File: config.mk
export PLATFORM = sky130hd
export DESIGN_NAME = i2c_master_engine
export DESIGN_NICKNAME = d
export VERILOG_FILES = /design/src/rtl/i2c_pkg.sv /design/src/rtl/i2c_tick_gen.sv /design/src/rtl/i2c_master_engine.sv
export SDC_FILE = /design/constraint.sdc
export NUM_CORES = 1
export LEC_CHECK = 0
export CORE_ASPECT_RATIO = 1.2
export CORE_MARGIN = 2
export CORE_UTILIZATION = 58
export CTS_BUF_LIST = sky130_fd_sc_hd__clkbuf_16
export CTS_CLUSTER_DIAMETER = 80
export DETAILED_ROUTE_END_ITERATION = 7
export PLACE_DENSITY = 0.85
export SYNTH_ARGS = -nofsm -noshare
export SYNTH_HDL_FRONTEND = slang
export SYNTH_SLANG_ARGS = --single-unit
File: constraint.sdc
create_clock -name clk_i -period 5.35 [get_ports clk_i]
set_clock_uncertainty 0.15 [all_clocks]
set_input_delay 0.535 -clock clk_i [delete_from_list [all_inputs] [get_ports clk_i]]
set_output_delay 0.535 -clock clk_i [all_outputs]
set_load 0.005 [all_outputs]
File: src/rtl/i2c_pkg.sv
// rtl/i2c_pkg.sv - shared types and constants for the I2C master line engine
package i2c_pkg;

    typedef enum logic [1:0] {
        CMD_START = 2'd0,
        CMD_STOP  = 2'd1,
        CMD_WRITE = 2'd2,
        CMD_READ  = 2'd3
    } i2c_cmd_e;

    typedef enum logic [2:0] {
        ST_IDLE   = 3'd0,
        ST_START  = 3'd1,
        ST_STOP   = 3'd2,
        ST_DATA   = 3'd3,
        ST_ACKBIT = 3'd4
    } i2c_state_e;

    typedef logic [1:0] i2c_phase_t;

    localparam int BITS_PER_BYTE = 8;

endpackage

File: src/rtl/i2c_tick_gen.sv
// rtl/i2c_tick_gen.sv - quarter-bit divider with restart and clock-stretch hold
module i2c_tick_gen #(
    parameter int DIV = 16
) (
    input  logic clk_i,
    input  logic rst_i,
    input  logic run_i,
    input  logic restart_i,
    input  logic hold_i,
    output logic tick_o
);

    localparam int CW = (DIV > 1) ? $clog2(DIV) : 1;
    localparam logic [CW-1:0] LAST = CW'(DIV - 1);

    logic [CW-1:0] cnt_q;
    logic [CW-1:0] cnt_d;

    // Count 0..DIV-1 while running; park at DIV-1 while the hold (stretch) input is set
    always_comb begin
        cnt_d  = cnt_q;
        tick_o = 1'b0;
        if (restart_i || !run_i) begin
            cnt_d = '0;
        end else if (cnt_q == LAST) begin
            if (!hold_i) begin
                tick_o = 1'b1;
                cnt_d  = '0;
            end
        end else begin
            cnt_d = cnt_q + CW'(1);
        end
    end

    // Divider state register
    always_ff @(posedge clk_i or posedge rst_i) begin
        if (rst_i) begin
            cnt_q <= '0;
        end else begin
            cnt_q <= cnt_d;
        end
    end

endmodule

File: src/rtl/i2c_master_engine.sv
// rtl/i2c_master_engine.sv - byte-level I2C master line engine (START/STOP/WRITE/READ)
module i2c_master_engine #(
    parameter int DIV = 16
) (
    input  logic       clk_i,
    input  logic       rst_i,
    input  logic       cmd_valid_i,
    output logic       cmd_ready_o,
    input  logic [1:0] cmd_i,
    input  logic [7:0] wdata_i,
    input  logic       ack_i,
    output logic       rsp_valid_o,
    output logic [7:0] rdata_o,
    output logic       ack_rx_o,
    output logic       busy_o,
    input  logic       scl_i,
    input  logic       sda_i,
    output logic       scl_oe_o,
    output logic       sda_oe_o
);
    import i2c_pkg::*;

    localparam logic [2:0] LAST_BIT = 3'(BITS_PER_BYTE - 1);

    i2c_state_e state_q, state_d;
    i2c_phase_t phase_q, phase_d;
    i2c_cmd_e   cmd_q, cmd_d;
    logic       ack_q, ack_d;
    logic [7:0] shreg_q, shreg_d;
    logic [2:0] bit_cnt_q, bit_cnt_d;
    logic       scl_oe_q, scl_oe_d;
    logic       sda_oe_q, sda_oe_d;
    logic       rsp_valid_q, rsp_valid_d;
    logic [7:0] rdata_q, rdata_d;
    logic       ack_rx_q, ack_rx_d;

    logic accept;
    logic tick;
    logic enter;
    logic stretch_hold;

    assign cmd_ready_o  = (state_q == ST_IDLE) && !rsp_valid_q;
    assign accept       = cmd_valid_i && cmd_ready_o;
    assign busy_o       = (state_q != ST_IDLE);
    assign stretch_hold = (phase_q == 2'd1) && !scl_i;

    assign rsp_valid_o = rsp_valid_q;
    assign rdata_o     = rdata_q;
    assign ack_rx_o    = ack_rx_q;
    assign scl_oe_o    = scl_oe_q;
    assign sda_oe_o    = sda_oe_q;

    i2c_tick_gen #(
        .DIV (DIV)
    ) u_tick (
        .clk_i     (clk_i),
        .rst_i     (rst_i),
        .run_i     (busy_o),
        .restart_i (accept),
        .hold_i    (stretch_hold),
        .tick_o    (tick)
    );

    // Next-state logic: phase sequencing, bit shifting, and line levels applied on phase entry
    always_comb begin
        state_d     = state_q;
        phase_d     = phase_q;
        cmd_d       = cmd_q;
        ack_d       = ack_q;
        shreg_d     = shreg_q;
        bit_cnt_d   = bit_cnt_q;
        scl_oe_d    = scl_oe_q;
        sda_oe_d    = sda_oe_q;
        rsp_valid_d = 1'b0;
        rdata_d     = rdata_q;
        ack_rx_d    = ack_rx_q;
        enter       = 1'b0;

        if (accept) begin
            cmd_d     = i2c_cmd_e'(cmd_i);
            ack_d     = ack_i;
            shreg_d   = wdata_i;
            bit_cnt_d = 3'd0;
            phase_d   = 2'd0;
            enter     = 1'b1;
            case (i2c_cmd_e'(cmd_i))
                CMD_START: state_d = ST_START;
                CMD_STOP:  state_d = ST_STOP;
                default:   state_d = ST_DATA;
            endcase
        end else if (tick) begin
            // SDA is sampled on the last clock of the SCL-high phase
            if (phase_q == 2'd2) begin
                if (state_q == ST_DATA) begin
                    shreg_d = {shreg_q[6:0], sda_i};
                end
                if (state_q == ST_ACKBIT && cmd_q == CMD_WRITE) begin
                    ack_rx_d = !sda_i;
                end
            end

            if (phase_q == 2'd3) begin
                phase_d = 2'd0;
                case (state_q)
                    ST_DATA: begin
                        if (bit_cnt_q == LAST_BIT) begin
                            state_d = ST_ACKBIT;
                        end else begin
                            bit_cnt_d = bit_cnt_q + 3'd1;
                        end
                        enter = 1'b1;
                    end
                    ST_ACKBIT: begin
                        if (cmd_q == CMD_READ) begin
                            rdata_d = shreg_q;
                        end
                        state_d     = ST_IDLE;
                        rsp_valid_d = 1'b1;
                    end
                    default: begin
                        state_d     = ST_IDLE;
                        rsp_valid_d = 1'b1;
                    end
                endcase
            end else begin
                phase_d = phase_q + 2'd1;
                enter   = 1'b1;
            end
        end

        // Open-drain levels change only at the start of a phase; anything not listed holds
        if (enter) begin
            case (state_d)
                ST_START: begin
                    case (phase_d)
                        2'd0:    sda_oe_d = 1'b0;
                        2'd1:    scl_oe_d = 1'b0;
                        2'd2:    sda_oe_d = 1'b1;
                        default: scl_oe_d = 1'b1;
                    endcase
                end
                ST_STOP: begin
                    case (phase_d)
                        2'd0: begin
                            scl_oe_d = 1'b1;
                            sda_oe_d = 1'b1;
                        end
                        2'd1:    scl_oe_d = 1'b0;
                        2'd2:    sda_oe_d = 1'b0;
                        default: scl_oe_d = scl_oe_q;
                    endcase
                end
                ST_DATA: begin
                    case (phase_d)
                        2'd0: begin
                            scl_oe_d = 1'b1;
                            sda_oe_d = (cmd_d == CMD_WRITE) ? !shreg_d[7] : 1'b0;
                        end
                        2'd1:    scl_oe_d = 1'b0;
                        2'd2:    scl_oe_d = 1'b0;
                        default: scl_oe_d = 1'b1;
                    endcase
                end
                ST_ACKBIT: begin
                    case (phase_d)
                        2'd0: begin
                            scl_oe_d = 1'b1;
                            sda_oe_d = (cmd_d == CMD_READ) ? ack_d : 1'b0;
                        end
                        2'd1:    scl_oe_d = 1'b0;
                        2'd2:    scl_oe_d = 1'b0;
                        default: scl_oe_d = 1'b1;
                    endcase
                end
                default: begin
                    scl_oe_d = scl_oe_q;
                    sda_oe_d = sda_oe_q;
                end
            endcase
        end
    end

    // State, datapath and line-driver registers; reset releases both lines immediately
    always_ff @(posedge clk_i or posedge rst_i) begin
        if (rst_i) begin
            state_q     <= ST_IDLE;
            phase_q     <= 2'd0;
            cmd_q       <= CMD_START;
            ack_q       <= 1'b0;
            shreg_q     <= 8'h00;
            bit_cnt_q   <= 3'd0;
            scl_oe_q    <= 1'b0;
            sda_oe_q    <= 1'b0;
            rsp_valid_q <= 1'b0;
            rdata_q     <= 8'h00;
            ack_rx_q    <= 1'b0;
        end else begin
            state_q     <= state_d;
            phase_q     <= phase_d;
            cmd_q       <= cmd_d;
            ack_q       <= ack_d;
            shreg_q     <= shreg_d;
            bit_cnt_q   <= bit_cnt_d;
            scl_oe_q    <= scl_oe_d;
            sda_oe_q    <= sda_oe_d;
            rsp_valid_q <= rsp_valid_d;
            rdata_q     <= rdata_d;
            ack_rx_q    <= ack_rx_d;
        end
    end

endmodule

==> flow_summary_export.csv <==
group,metric,value,unit
grt,antenna_found_initial,0,
job,maxCapViolCount,0,
placed_design,dpl.hpwl,2.89,mm
yosys,yosys_register_bits,35,
sta,finalCriticalPeriod,3020,ps
yosys,synth.most_common_cell,"dfrtp_1",
sta,setup_tns,0,ps
clocking,cts_sinks,35,
layout,fin_util,74.3,%
sta,rsz0062_at_grt,"false",
critical_path,end_kind,"flip-flop",
drt,drtIter0Drc,104,
placed_design,gp_congestion,0.866,
power_and_ir_drop,ir_drop,0.000357,V
critical_path,path_cells,"clkdlybuf4s50_1 -> nand2b_1 -> nand3_1 -> a31oi_1 -> ha_1 -> xor2_1 -> a311oi_1 -> a211oi_1 -> mux2_4",
clocking,ctsHoldBuffers,0,
grt,grt.total_usage,24.0,%
clocking,htree_levels,2,
sta,finalSetupViolCount,0,
layout,stdcell_area,2440,um2
yosys,ys_seq_area_share,44.5,%
yosys,yosysTopAreaCell,"dfrtp_1",
critical_path,critical_path_class,"input pin to flip-flop",
yosys,synth-edff-count,0,
layout,fill_cells,241,
sta,fmax,0.331,GHz
drt,drtPass1Iterations,4,
yosys,synth_top_area_share,44.5,%
clocking,root_buffer,"clkbuf_16",
yosys,synthesis.nets,221,
drt,viasPerCell,5.81,
floorplanning,die_h,67.8,um
clocking,worstSkewPairLatency,280,ps
critical_path,slowest_stage,"clkdlybuf4s50_1",
critical_path,path_buf_inv,1,
yosys,synthTopCellsByArea,"dfrtp_1 44%, ha_1 5.7%, mux2i_1 5.6%, mux2_2 5.1%, o21ai_0 4.1%",
drt,drc_errors,0,
critical_path,worstPathArrival,3040,ps
yosys,synth_area,1970,um2
sta,relSlewSlack,67.1,%
layout,drive_gt1_share,13.5,%
drt,routed_wl,4.17,mm
yosys,ys.warnings.count,0,
grt,grt_pass1_wl,7.01,mm
drt,avgRoutedWirePerCell,15.7,um
grt,grt_remaining_overflow,0,
placed_design,io_buffers,29,
sta,worst_slew_pin_slew,494,ps
layout,syn2layout_area_growth,23.8,%
grt,grt_pass1_vias,1490,
clocking,cts-resized-gates,0,
floorplanning,start_util,60.0,%
clocking,cts_tree,"built",
power_and_ir_drop,p_leak,1.10,nW
floorplanning,ioPinCount,30,
drt,vias,1546,
yosys,syn_inst,196,
placed_design,placed_area,2290,um2
critical_path,max_stage_delay,460,ps
power_and_ir_drop,power.density,381,nW/um2
yosys,synth_common_cells,"35 x dfrtp_1, 20 x nand2_1, 16 x nor2_1, 16 x o21ai_0, 13 x inv_1",
yosys,synth_flop_cell,"dfrtp_1",
layout,nNetsFinal,253,
clocking,cts_buffers,5,
critical_path,crit_path_max_fanout,11,
floorplanning,die_w,57.2,um
floorplanning,die_area,3880,um2
grt,grt_max_degree,36,
layout,diodes,0,
floorplanning,core.rowCount,23,
critical_path,start_kind,"input pin",
clocking,post-cts-setup-buffers,0,
sta,finalMaxSlewViolations,0,
critical_path,crit_family,"compound AO/OA/AOI/OAI gates",
drt,antenna_left,0,
sta,hold_viol,0,
clocking,clk_pin_slew,60,ps
status,status,"finished, final reports clean",
yosys,ys_types,43,
sta,fin_crit_sh,56.5,%
critical_path,worstPathRequired,5370,ps
floorplanning,core-area,3280,um2
worst_hold_path,min-delay-path-class,"flip-flop to flip-flop",
clocking,cts_buffer_depth,2,
yosys,synth-async-reset-ratio,100,%
yosys,syn_area_per_cell,10.0,um2
-- flip-flops by register name, indices dropped and copies added, names as in the netlist --
signal / flops
sda_oe_o: 1
rsp_valid_o: 1
state_q: 3
scl_oe_o: 1
ack_q: 1
shreg_q: 8
cmd_q: 2
rdata_o: 8
u_tick.cnt_q: 4
phase_q: 2
bit_cnt_q: 3
ack_rx_o: 1
-- final timing paths --
kind	cells after the start	from	slack, ps	end
max	9	scl_i	2330	sda_oe_o
min	2	ack_q	330	ack_q
max reg2reg	9	u_tick.cnt_q[0]	2350	sda_oe_o
min reg2reg	2	ack_q	330	ack_q
max in group asynchronous	3	rst_i	4230	cmd_q[0]
min in group asynchronous	3	rst_i	500	u_tick.cnt_q[2]
-- through the flow --
step	power, W	hold slack (ps)	setup slack, ps	cells
floorplan	0.000559	296	2670	196
global placement	0.000628	314	2160	258
detailed placement	0.000640	322	2090	258
CTS	0.000935	338	2360	266
global route	0.000983	358	2060	266
finish	0.000929	332	2330	266
-- tightest hold or removal path: cells and delay by family, from the launching register on --
kind          cells  cell delay (ps)
simple gates      2              120
flops             1              340
-- area by class of cell --
| cell class | instances | area, um2 | share of cell area (%) |
|---|---|---|---|
| sequential | 35 | 876 | 35.9 |
| clock inverter | 3 | 23.8 | 0.975 |
| timing repair buffer | 31 | 305 | 12.5 |
| multi-input combinational | 140 | 1000 | 41.2 |
| tap | 37 | 46.3 | 1.90 |
| inverter | 15 | 56.3 | 2.31 |
| clock buffer | 5 | 125 | 5.13 |
-- cell families after synthesis --
logic type / Yosys count / synth area share [%]
buf+inv: 21 / 4.51
simple gates: 63 / 17.5
fa+ha+maj: 9 / 5.72
compound gates: 43 / 14.5
flops: 35 / 44.5
xor+xnor: 4 / 1.78
mux: 21 / 11.5
-- power by group --
| group | internal (W) | switching (W) | total, W |
|---|---|---|---|
| clock network | 0.000174 | 0.000117 | 0.000291 |
| logic | 0.000121 | 0.000135 | 0.000256 |
| registers | 0.000325 | 0.0000573 | 0.000383 |
-- placed cells by master, fill, tap and decap left out, drive strengths merged, types with 2 or more instances in the layout --
| master | Yosys | routed |
|---|---|---|
| and3 | 3 | 3 |
| a21oi | 9 | 9 |
| ha | 9 | 9 |
| and4 | 2 | 2 |
| nand4 | 3 | 3 |
| buf | 3 | 2 |
| mux2i | 11 | 11 |
| dfrtp | 35 | 35 |
| a211oi | 2 | 2 |
| mux2 | 10 | 10 |
| a311oi | 2 | 2 |
| inv | 15 | 16 |
| clkinvlp | 0 | 2 |
| nand2 | 20 | 20 |
| nand3 | 8 | 8 |
| o21ai | 16 | 16 |
| nor2 | 16 | 16 |
| clkdlybuf4s50 | 0 | 29 |
| nand3b | 3 | 3 |
| nand2b | 2 | 2 |
| a31oi | 6 | 6 |
| xnor2 | 2 | 2 |
| clkbuf | 3 | 5 |
| xor2 | 2 | 2 |
-- routing by layer --
| metal | routed length [um] | up-vias | GRT usage, % |
|---|---|---|---|
| met2 | 2080 | 31 | 41.2 |
| li1 | - | 765 | - |
| met4 | 57 | 0 | 7.85 |
| met1 | 1900 | 744 | 30.5 |
| met5 | 0 | - | 0 |
| met3 | 133 | 6 | 5.10 |
Note: power is estimated with default switching activity, not from simulation.
